File: src/rtl/dac_cfg_deserializer_pkg.sv
// Shared constants and types for the DAC configuration deserializer:
// GPIO bit map of the bit-banged host protocol, config word sizes,
// commit-vector bit order and the per-register frame state.
package dac_cfg_deserializer_pkg;

  localparam int GPIO_W    = 16;
  localparam int CFG_W     = 256;
  localparam int MUX_BITS  = 8;
  localparam int CFG_CNT_W = 9;
  localparam int N_CFG     = 6;

  // GPIO bit indices used by the host (rfsoc_config map)
  localparam int SDATA_BIT                = 0;
  localparam int MUX_SET_CLK_BIT          = 1;
  localparam int CYCLE_COUNT_CLK_BIT      = 2;
  localparam int MASK_CLK_BIT             = 3;
  localparam int LOCKING_WAVEFORM_CLK_BIT = 4;
  localparam int PRE_DELAY_CYCLE_CLK_BIT  = 5;
  localparam int POST_DELAY_CYCLE_CLK_BIT = 6;

  // Bit positions inside cfg_commit, LSB first
  typedef enum logic [2:0] {
    CMT_MUX   = 3'd0,
    CMT_CYCLE = 3'd1,
    CMT_MASK  = 3'd2,
    CMT_LOCK  = 3'd3,
    CMT_PRE   = 3'd4,
    CMT_POST  = 3'd5
  } commit_bit_e;

  // Frame progress of one serial register
  typedef enum logic [1:0] {
    ST_IDLE   = 2'd0,
    ST_SHIFT  = 2'd1,
    ST_COMMIT = 2'd2
  } reg_state_e;

endpackage

File: src/rtl/dac_cfg_deserializer_if.sv
// Bundle between the GPIO host side and the deserializer: raw async
// host pins in, committed configuration words and status pulses out.
interface dac_cfg_if #(
  parameter int CFG_W = dac_cfg_deserializer_pkg::CFG_W
) ();
  logic [dac_cfg_deserializer_pkg::GPIO_W-1:0] gpio_ctrl;
  logic                                        select_in;
  logic                                        mux_sel;
  logic [CFG_W-1:0]                            cycle_count;
  logic [CFG_W-1:0]                            mask;
  logic [CFG_W-1:0]                            locking_waveform;
  logic [CFG_W-1:0]                            pre_delay;
  logic [CFG_W-1:0]                            post_delay;
  logic [dac_cfg_deserializer_pkg::N_CFG-1:0]  cfg_commit;
  logic                                        frame_abort;

  // Host side: drives the GPIO pins, observes committed config
  modport master (
    output gpio_ctrl, select_in,
    input  mux_sel, cycle_count, mask, locking_waveform, pre_delay, post_delay,
    input  cfg_commit, frame_abort
  );

  // Deserializer side
  modport slave (
    input  gpio_ctrl, select_in,
    output mux_sel, cycle_count, mask, locking_waveform, pre_delay, post_delay,
    output cfg_commit, frame_abort
  );
endinterface

File: src/rtl/dac_cfg_deserializer_reg.sv
// One serially loaded config register: LSB-first shadow shift, strobe
// counter, IDLE/SHIFT/COMMIT state and atomic update of the output word.
module serial_cfg_reg #(
  parameter int W         = 256,
  parameter int CNT_W     = 9,
  parameter int FRAME_LEN = W
) (
  input  logic         clk,
  input  logic         rst,
  input  logic         strobe,
  input  logic         sdata,
  input  logic         abort,
  output logic [W-1:0] value,
  output logic         commit,
  output logic         busy
);
  import dac_cfg_deserializer_pkg::*;

  localparam logic [CNT_W-1:0] LAST = CNT_W'(FRAME_LEN - 1);

  reg_state_e       state;
  logic [CNT_W-1:0] cnt;
  logic [W-1:0]     shift_nxt;

  if (W > 1) begin : g_wide
    logic [W-1:0] shadow_q;

    // Shadow register: each strobe pushes the new bit in from the top
    always_ff @(posedge clk or negedge rst) begin
      if (!rst) shadow_q <= '0;
      else if (strobe) shadow_q <= {sdata, shadow_q[W-1:1]};
    end

    assign shift_nxt = {sdata, shadow_q[W-1:1]};
  end else begin : g_narrow
    // Single-bit register keeps only the last bit of the frame
    assign shift_nxt = sdata;
  end

  // Frame FSM: count strobes, publish the word on the last one, drop partial frames on abort
  always_ff @(posedge clk or negedge rst) begin
    if (!rst) begin
      state  <= ST_IDLE;
      cnt    <= '0;
      value  <= '0;
      commit <= 1'b0;
    end else begin
      commit <= 1'b0;
      if (abort) begin
        cnt   <= '0;
        state <= ST_IDLE;
      end else if (strobe) begin
        if (cnt == LAST) begin
          cnt    <= '0;
          value  <= shift_nxt;
          commit <= 1'b1;
          state  <= ST_COMMIT;
        end else begin
          cnt   <= cnt + 1'b1;
          state <= ST_SHIFT;
        end
      end else if (state == ST_COMMIT) begin
        state <= ST_IDLE;
      end
    end
  end

  assign busy = (state == ST_SHIFT);

endmodule

File: src/rtl/dac_cfg_deserializer.sv
// Top level: synchronises the async GPIO/select pins, detects strobe
// rising edges gated by select, flags frames cut short by select falling,
// and fans the strobes out to one serial register per config word.
module dac_cfg_deserializer #(
  parameter int CFG_W       = dac_cfg_deserializer_pkg::CFG_W,
  parameter int MUX_BITS    = dac_cfg_deserializer_pkg::MUX_BITS,
  parameter int SYNC_STAGES = 2
) (
  input  logic   clk,
  input  logic   rst,
  dac_cfg_if.slave cfg
);
  import dac_cfg_deserializer_pkg::*;

  localparam int SYNC_W = GPIO_W + 1;

  logic [SYNC_W-1:0] sync_q [SYNC_STAGES];
  logic [SYNC_W-1:0] edge_q;
  logic [GPIO_W-1:0] gpio_s;
  logic [GPIO_W-1:0] rise;
  logic              sel_s;
  logic              sel_fall;
  logic              sdata_s;
  logic [N_CFG-1:0]  stb;
  logic [N_CFG-1:0]  commit;
  logic [N_CFG-1:0]  busy;
  logic              frame_abort_q;
  logic              unused_rise;

  // Synchroniser chain for {select_in, gpio_ctrl}
  always_ff @(posedge clk or negedge rst) begin
    if (!rst) begin
      for (int i = 0; i < SYNC_STAGES; i++) sync_q[i] <= '0;
    end else begin
      sync_q[0] <= {cfg.select_in, cfg.gpio_ctrl};
      for (int i = 1; i < SYNC_STAGES; i++) sync_q[i] <= sync_q[i-1];
    end
  end

  // Previous synced value for edge detection
  always_ff @(posedge clk or negedge rst) begin
    if (!rst) edge_q <= '0;
    else      edge_q <= sync_q[SYNC_STAGES-1];
  end

  assign gpio_s   = sync_q[SYNC_STAGES-1][GPIO_W-1:0];
  assign sel_s    = sync_q[SYNC_STAGES-1][GPIO_W];
  assign rise     = gpio_s & ~edge_q[GPIO_W-1:0];
  assign sel_fall = edge_q[GPIO_W] & ~sel_s;
  assign sdata_s  = gpio_s[SDATA_BIT];
  // Only the strobe lines are edge-qualified; the remaining rise bits are don't-care
  assign unused_rise = ^rise;

  assign stb[CMT_MUX]   = rise[MUX_SET_CLK_BIT]          & sel_s;
  assign stb[CMT_CYCLE] = rise[CYCLE_COUNT_CLK_BIT]      & sel_s;
  assign stb[CMT_MASK]  = rise[MASK_CLK_BIT]             & sel_s;
  assign stb[CMT_LOCK]  = rise[LOCKING_WAVEFORM_CLK_BIT] & sel_s;
  assign stb[CMT_PRE]   = rise[PRE_DELAY_CYCLE_CLK_BIT]  & sel_s;
  assign stb[CMT_POST]  = rise[POST_DELAY_CYCLE_CLK_BIT] & sel_s;

  // Abort pulse only when select drops while some register is mid-frame
  always_ff @(posedge clk or negedge rst) begin
    if (!rst) frame_abort_q <= 1'b0;
    else      frame_abort_q <= sel_fall & (|busy);
  end

  assign cfg.frame_abort = frame_abort_q;
  assign cfg.cfg_commit  = commit;

  serial_cfg_reg #(.W(1), .CNT_W(CFG_CNT_W), .FRAME_LEN(MUX_BITS)) u_mux (
    .clk(clk), .rst(rst), .strobe(stb[CMT_MUX]), .sdata(sdata_s), .abort(sel_fall),
    .value(cfg.mux_sel), .commit(commit[CMT_MUX]), .busy(busy[CMT_MUX])
  );

  serial_cfg_reg #(.W(CFG_W), .CNT_W(CFG_CNT_W), .FRAME_LEN(CFG_W)) u_cycle (
    .clk(clk), .rst(rst), .strobe(stb[CMT_CYCLE]), .sdata(sdata_s), .abort(sel_fall),
    .value(cfg.cycle_count), .commit(commit[CMT_CYCLE]), .busy(busy[CMT_CYCLE])
  );

  serial_cfg_reg #(.W(CFG_W), .CNT_W(CFG_CNT_W), .FRAME_LEN(CFG_W)) u_mask (
    .clk(clk), .rst(rst), .strobe(stb[CMT_MASK]), .sdata(sdata_s), .abort(sel_fall),
    .value(cfg.mask), .commit(commit[CMT_MASK]), .busy(busy[CMT_MASK])
  );

  serial_cfg_reg #(.W(CFG_W), .CNT_W(CFG_CNT_W), .FRAME_LEN(CFG_W)) u_lock (
    .clk(clk), .rst(rst), .strobe(stb[CMT_LOCK]), .sdata(sdata_s), .abort(sel_fall),
    .value(cfg.locking_waveform), .commit(commit[CMT_LOCK]), .busy(busy[CMT_LOCK])
  );

  serial_cfg_reg #(.W(CFG_W), .CNT_W(CFG_CNT_W), .FRAME_LEN(CFG_W)) u_pre (
    .clk(clk), .rst(rst), .strobe(stb[CMT_PRE]), .sdata(sdata_s), .abort(sel_fall),
    .value(cfg.pre_delay), .commit(commit[CMT_PRE]), .busy(busy[CMT_PRE])
  );

  serial_cfg_reg #(.W(CFG_W), .CNT_W(CFG_CNT_W), .FRAME_LEN(CFG_W)) u_post (
    .clk(clk), .rst(rst), .strobe(stb[CMT_POST]), .sdata(sdata_s), .abort(sel_fall),
    .value(cfg.post_delay), .commit(commit[CMT_POST]), .busy(busy[CMT_POST])
  );

endmodule
File: src/flat_wrapper.sv
// flat-port wrapper written by rule: the top's interface ports become plain ports
module dac_cfg_deserializer_flat import dac_cfg_deserializer_pkg::*;
#(
  parameter int CFG_W       = dac_cfg_deserializer_pkg::CFG_W,
  parameter int MUX_BITS    = dac_cfg_deserializer_pkg::MUX_BITS,
  parameter int SYNC_STAGES = 2
)
  (clk, rst, cfg_gpio_ctrl, cfg_select_in, cfg_mux_sel, cfg_cycle_count, cfg_mask, cfg_locking_waveform, cfg_pre_delay, cfg_post_delay, cfg_cfg_commit, cfg_frame_abort);
  dac_cfg_if #(.CFG_W(CFG_W)) cfg_i ();
  input  logic clk;
  input  logic rst;
  input wire logic [$bits(cfg_i.gpio_ctrl)-1:0] cfg_gpio_ctrl;
  input wire logic [$bits(cfg_i.select_in)-1:0] cfg_select_in;
  output wire logic [$bits(cfg_i.mux_sel)-1:0] cfg_mux_sel;
  output wire logic [$bits(cfg_i.cycle_count)-1:0] cfg_cycle_count;
  output wire logic [$bits(cfg_i.mask)-1:0] cfg_mask;
  output wire logic [$bits(cfg_i.locking_waveform)-1:0] cfg_locking_waveform;
  output wire logic [$bits(cfg_i.pre_delay)-1:0] cfg_pre_delay;
  output wire logic [$bits(cfg_i.post_delay)-1:0] cfg_post_delay;
  output wire logic [$bits(cfg_i.cfg_commit)-1:0] cfg_cfg_commit;
  output wire logic [$bits(cfg_i.frame_abort)-1:0] cfg_frame_abort;
  assign cfg_i.gpio_ctrl = cfg_gpio_ctrl;
  assign cfg_i.select_in = cfg_select_in;
  assign cfg_mux_sel = cfg_i.mux_sel;
  assign cfg_cycle_count = cfg_i.cycle_count;
  assign cfg_mask = cfg_i.mask;
  assign cfg_locking_waveform = cfg_i.locking_waveform;
  assign cfg_pre_delay = cfg_i.pre_delay;
  assign cfg_post_delay = cfg_i.post_delay;
  assign cfg_cfg_commit = cfg_i.cfg_commit;
  assign cfg_frame_abort = cfg_i.frame_abort;
  dac_cfg_deserializer #(.CFG_W(CFG_W), .MUX_BITS(MUX_BITS), .SYNC_STAGES(SYNC_STAGES)) u_core (.clk(clk), .rst(rst), .cfg(cfg_i));
endmodule
File: config.mk
export PLATFORM = sky130hd
export DESIGN_NAME = dac_cfg_deserializer_flat
export DESIGN_NICKNAME = d
export VERILOG_FILES = /design/src/rtl/dac_cfg_deserializer_pkg.sv /design/src/rtl/dac_cfg_deserializer_if.sv /design/src/rtl/dac_cfg_deserializer_reg.sv /design/src/rtl/dac_cfg_deserializer.sv /design/src/flat_wrapper.sv
export SDC_FILE = /design/constraint.sdc
export NUM_CORES = 2
export LEC_CHECK = 0
export ABC_AREA = 1
export ABC_CLOCK_PERIOD_IN_PS = 2630
export CORE_MARGIN = 1
export CORE_UTILIZATION = 34
export DETAILED_ROUTE_END_ITERATION = 10
export PLACE_DENSITY = 0.56
export SLEW_MARGIN = 10
export SYNTH_ARGS = -nofsm -noshare
export SYNTH_HDL_FRONTEND = slang
export SYNTH_SLANG_ARGS = --single-unit
File: constraint.sdc
create_clock -name clk -period 2.63 [get_ports clk]
set_input_delay 0.526 -clock clk [delete_from_list [all_inputs] [get_ports clk]]
set_output_delay 0.526 -clock clk [all_outputs]
set_load 0.005 [all_outputs]
==> results.json <==
{
  "timing.critical_path.from_type": "register",
  "io_buffers": 1297,
  "dp.cells": 14691,
  "grt_overflow_total": 0,
  "clock_latency_of_the_later_clocked_register_in_the_worst_skew_pair_ns": 0.89,
  "layout_min_cycle_time_ns": 2.484,
  "crit_buf_inv": 1,
  "r2r_cells": 7,
  "wirelength_mm": 277.3,
  "highest_count_cells_in_the_layout_ignoring_fill_and_taps": "sky130_fd_sc_hd__nand2_1 (2846), sky130_fd_sc_hd__dfrtp_1 (2651), sky130_fd_sc_hd__o21ai_0 (1399)",
  "post_layout_nonfiller_instances": 15215,
  "start_util": 0.3430,
  "filler_cell_count": 26935,
  "critPathRequiredTime_ns": 2.10,
  "grt_antenna_before_repair": 10,
  "drcViolationCount": 0,
  "timing.hold.worst_endpoint": "u_core.sync_q[18]",
  "final.setup_skew_ns": 0.04565,
  "post_synth_main_area_contributors": "sky130_fd_sc_hd__dfrtp_1 (68%), sky130_fd_sc_hd__nand2_1 (11%), sky130_fd_sc_hd__o21ai_0 (7.1%), sky130_fd_sc_hd__o21ai_1 (5.7%), sky130_fd_sc_hd__inv_1 (4.9%)",
  "dieArea_um2": 290900,
  "cpPeakStageDelay_ns": 0.72,
  "crit_slowest_cell": "sky130_fd_sc_hd__clkdlybuf4s50_1",
  "tritoncts_num_sinks": 2652,
  "vdd_ir_drop_max_uv": 567.6,
  "synth_top_area_share": 0.6761,
  "run_status": "completed",
  "power_per_cell_area_nw_per_um2": 672.8,
  "seq_area_frac_synth": 0.6761,
  "cts_made_buffers": 291,
  "synth.cell_area_um2": 98160,
  "floorplan.die.height_um": 539.3,
  "rr_endpoint": "u_core.u_cycle.value[80]",
  "drt-wirelength-per-cell_um": 18.23,
  "slew_violations": 0,
  "period_share": 0.9446,
  "vias_per_cell": 4.642,
  "ios": 1307,
  "grt_max_degree": 218,
  "min_delay_worst_type": "input port to register",
  "final-setup-viol-count": 0,
  "cts_post_setup_buffers_inserted": 0,
  "end_kind": "output port",
  "final_antenna_net_count": 0,
  "placementRows": 196,
  "design.final.nets": 11249,
  "maximum_level_of_the_cts_h_tree": 5,
  "slew_at_the_pin_closest_to_its_max_slew_limit_ns": 1.071,
  "timing.reg2reg.setup_slack_ns": 0.31,
  "holdPathStages": 1,
  "crit_family": "buffers and inverters",
  "synth-warning-count": 0,
  "groute.usage.overall": 0.1883,
  "r2r-start": "u_core.u_cycle.cnt[0]",
  "switching_power_mw": 18.76,
  "netlist.top_cell.by_area": "sky130_fd_sc_hd__dfrtp_1",
  "clock_edge_transition_at_the_registers_on_the_reported_setup_and_hold_paths_ns": 0.06,
  "final_core_utilization": 0.4388,
  "layout-area-overhead-vs-synth_pct": 27.92,
  "max_freq_mhz": 402.5,
  "p_int_mw": 65.72,
  "pwr-share-seq": 0.487,
  "ys_seq_elements": 2652,
  "critical_path_peak_fanout": 2,
  "die_x_um": 539.3,
  "pre_cts_slack_ns": 0.5123,
  "worst_slack_ns": 0.1457,
  "critPathKind": "register to output port",
  "cts_tree": "built",
  "clock_power_share": 0.490,
  "post_synthesis_net_count": 10039,
  "wire_length_of_the_first_global_routing_pass_mm": 427.6,
  "unrepaired_setup_endpoints_after_global_routing": "no",
  "p_sw_frac": 0.2221,
  "fraction_of_final_layout_cells_sized_beyond_drive_strength_1": 0.05772,
  "timing.critical_path.arrival_ns": 1.96,
  "detailedRoute.firstIterationViolations": 5164,
  "dpl.hpwl_mm": 193.8,
  "max_cap_violations": 0,
  "crit_chain": "clkdlybuf4s50_1",
  "dr.pass1.iters": 6,
  "layout_commonest_cell": "sky130_fd_sc_hd__nand2_1",
  "setup-tns-final_ns": 0,
  "post_synth_num_cell_types": 29,
  "max_slew_headroom": 0.2863,
  "clock_tree.root_cell": "sky130_fd_sc_hd__clkbuf_16",
  "clockBufferDepth": 4,
  "coreArea_um2": 286200,
  "hold_violations": 0,
  "power_frac_comb": 0.023,
  "grt_pass1_vias": 70128,
  "syn_inst": 10014,
  "globalplace.congestion": 0.8420,
  "leakagePower_nw": 54.11,
  "detailroute.via_count": 70623,
  "post_synth.cell_area_avg_um2": 9.802,
  "hold_start": "cfg_gpio_ctrl[1]"
}
## metrics by stage
stage / hold slack (ns) / total power [mW] / area [µm²]
6_report: 0.1144 / 84.48 / 125600
5_1_grt: 0.03706 / 87.62 / 125600
4_1_cts: 0.01501 / 85.69 / 125600
3_5_place_dp: 0.3347 / 43.88 / 115800
3_3_place_gp: 0.3327 / 43.83 / 115800
2_1_floorplan: 0.2304 / 42.47 / 98160
## cell usage after synthesis
| cell type | count |
|---|---|
| sky130_fd_sc_hd__nand2_1 | 2846 |
| sky130_fd_sc_hd__dfrtp_1 | 2652 |
| sky130_fd_sc_hd__o21ai_0 | 1399 |
| sky130_fd_sc_hd__inv_1 | 1273 |
| sky130_fd_sc_hd__o21ai_1 | 1115 |
| sky130_fd_sc_hd__buf_2 | 309 |
| sky130_fd_sc_hd__clkbuf_1 | 192 |
| sky130_fd_sc_hd__nand3_1 | 47 |
| sky130_fd_sc_hd__nor2_1 | 40 |
| sky130_fd_sc_hd__buf_6 | 30 |
| sky130_fd_sc_hd__buf_1 | 24 |
| sky130_fd_sc_hd__buf_4 | 16 |
| sky130_fd_sc_hd__a21oi_1 | 10 |
| sky130_fd_sc_hd__o22ai_1 | 10 |
| sky130_fd_sc_hd__xor2_1 | 10 |
| sky130_fd_sc_hd__nor2_2 | 8 |
| sky130_fd_sc_hd__nand4_1 | 7 |
| sky130_fd_sc_hd__ha_1 | 6 |
| sky130_fd_sc_hd__xnor2_1 | 4 |
| sky130_fd_sc_hd__nand4_2 | 3 |
| sky130_fd_sc_hd__nor2_4 | 3 |
| sky130_fd_sc_hd__nand3_2 | 2 |
| sky130_fd_sc_hd__o31ai_1 | 2 |
| sky130_fd_sc_hd__inv_2 | 1 |
| sky130_fd_sc_hd__mux2i_1 | 1 |
| sky130_fd_sc_hd__nor3_1 | 1 |
| sky130_fd_sc_hd__nor3b_1 | 1 |
| sky130_fd_sc_hd__nor4_1 | 1 |
| sky130_fd_sc_hd__o21bai_1 | 1 |
## final cells by class
| type | instances | area [µm²] | area share |
|---|---|---|---|
| tap | 3762 | 4707 | 0.03749 |
| antenna | 2 | 5.005 | 0.00003986 |
| clock inverter | 97 | 1316 | 0.01048 |
| sequential | 2652 | 66360 | 0.5285 |
| clock buffer | 423 | 8442 | 0.06723 |
| timing repair buffer | 1488 | 15690 | 0.1249 |
| multi-input combinational | 5517 | 24260 | 0.1932 |
| inverter | 1274 | 4785 | 0.03810 |
## worst max path at each step
stage                                   startpoint                                  to  depth (start not counted)
after floorplan              u_core.u_cycle.cnt[0]           u_core.u_cycle.value[246]                          8
after global placement                u_core.sel_s  u_core.u_cycle.g_wide.shadow_q[33]                          7
after detailed placement     u_core.u_cycle.cnt[0]            u_core.u_cycle.value[80]                          7
after CTS                    u_core.u_pre.value[0]                    cfg_pre_delay[0]                          1
after global routing         u_core.u_pre.value[0]                    cfg_pre_delay[0]                          1
final                     u_core.u_lock.value[116]           cfg_locking_waveform[116]                          1
## sequential cells by signal, indices dropped and copies added, names as in the netlist, 7 cells and up
register / cells
u_core.u_lock.g_wide.shadow_q: 255
u_core.edge_q: 7
u_core.u_cycle.value: 256
u_core.u_cycle.g_wide.shadow_q: 255
u_core.u_pre.g_wide.shadow_q: 255
u_core.u_post.g_wide.shadow_q: 255
u_core.gpio_s: 7
u_core.u_post.cnt: 9
u_core.u_mux.cnt: 9
u_core.u_pre.cnt: 9
u_core.u_mask.value: 256
u_core.u_cycle.cnt: 9
u_core.u_lock.cnt: 9
u_core.u_mask.cnt: 9
u_core.u_pre.value: 256
u_core.u_post.value: 256
u_core.sync_q: 8
u_core.u_mask.g_wide.shadow_q: 255
u_core.u_lock.value: 256
## repair_timing
| action | CTS | global route |
|---|---|---|
| endpoints found under the setup margin | 3 | 0 |
| resized for setup | 3 | 0 |
| hold buffers | 2 | 0 |
| endpoints found under the hold margin | 40 | 0 |
## kinds of logic (layout without fill, tap and decap cells)
logic type / count (synthesis) / after routing / synth area share
AO/OA/AOI/OAI: 2537 / 2537 / 0.1296
buffers and inverters: 1845 / 3282 / 0.07740
other: 0 / 2 / 0
XOR/XNOR: 14 / 14 / 0.001249
flip-flops: 2652 / 2652 / 0.6761
AND/OR/NAND/NOR: 2959 / 2959 / 0.1148
adder cells (fa/ha/maj): 6 / 6 / 0.0007648
multiplexers: 1 / 1 / 0.0001020
## layer usage
metal | share of wire | track usage | up-vias
met5 | 0.000097 | 0 | -
met4 | 0.034 | 0.06128 | 4
met3 | 0.082 | 0.06086 | 446
met2 | 0.45 | 0.2953 | 1766
met1 | 0.43 | 0.2460 | 34534
li1 | - | - | 33873
## power groups by stage
stage          sequential, mW  combinational [mW]  clock (mW)
6_report                 41.2                1.90        41.4
5_1_grt                  41.2                2.21        44.3
4_1_cts                  41.2                2.00        42.5
3_5_place_dp             41.9                1.99           0
3_3_place_gp             41.9                1.95           0
2_1_floorplan            41.9               0.613           0
No activity file was read; power rests on OpenSTA's default activity.
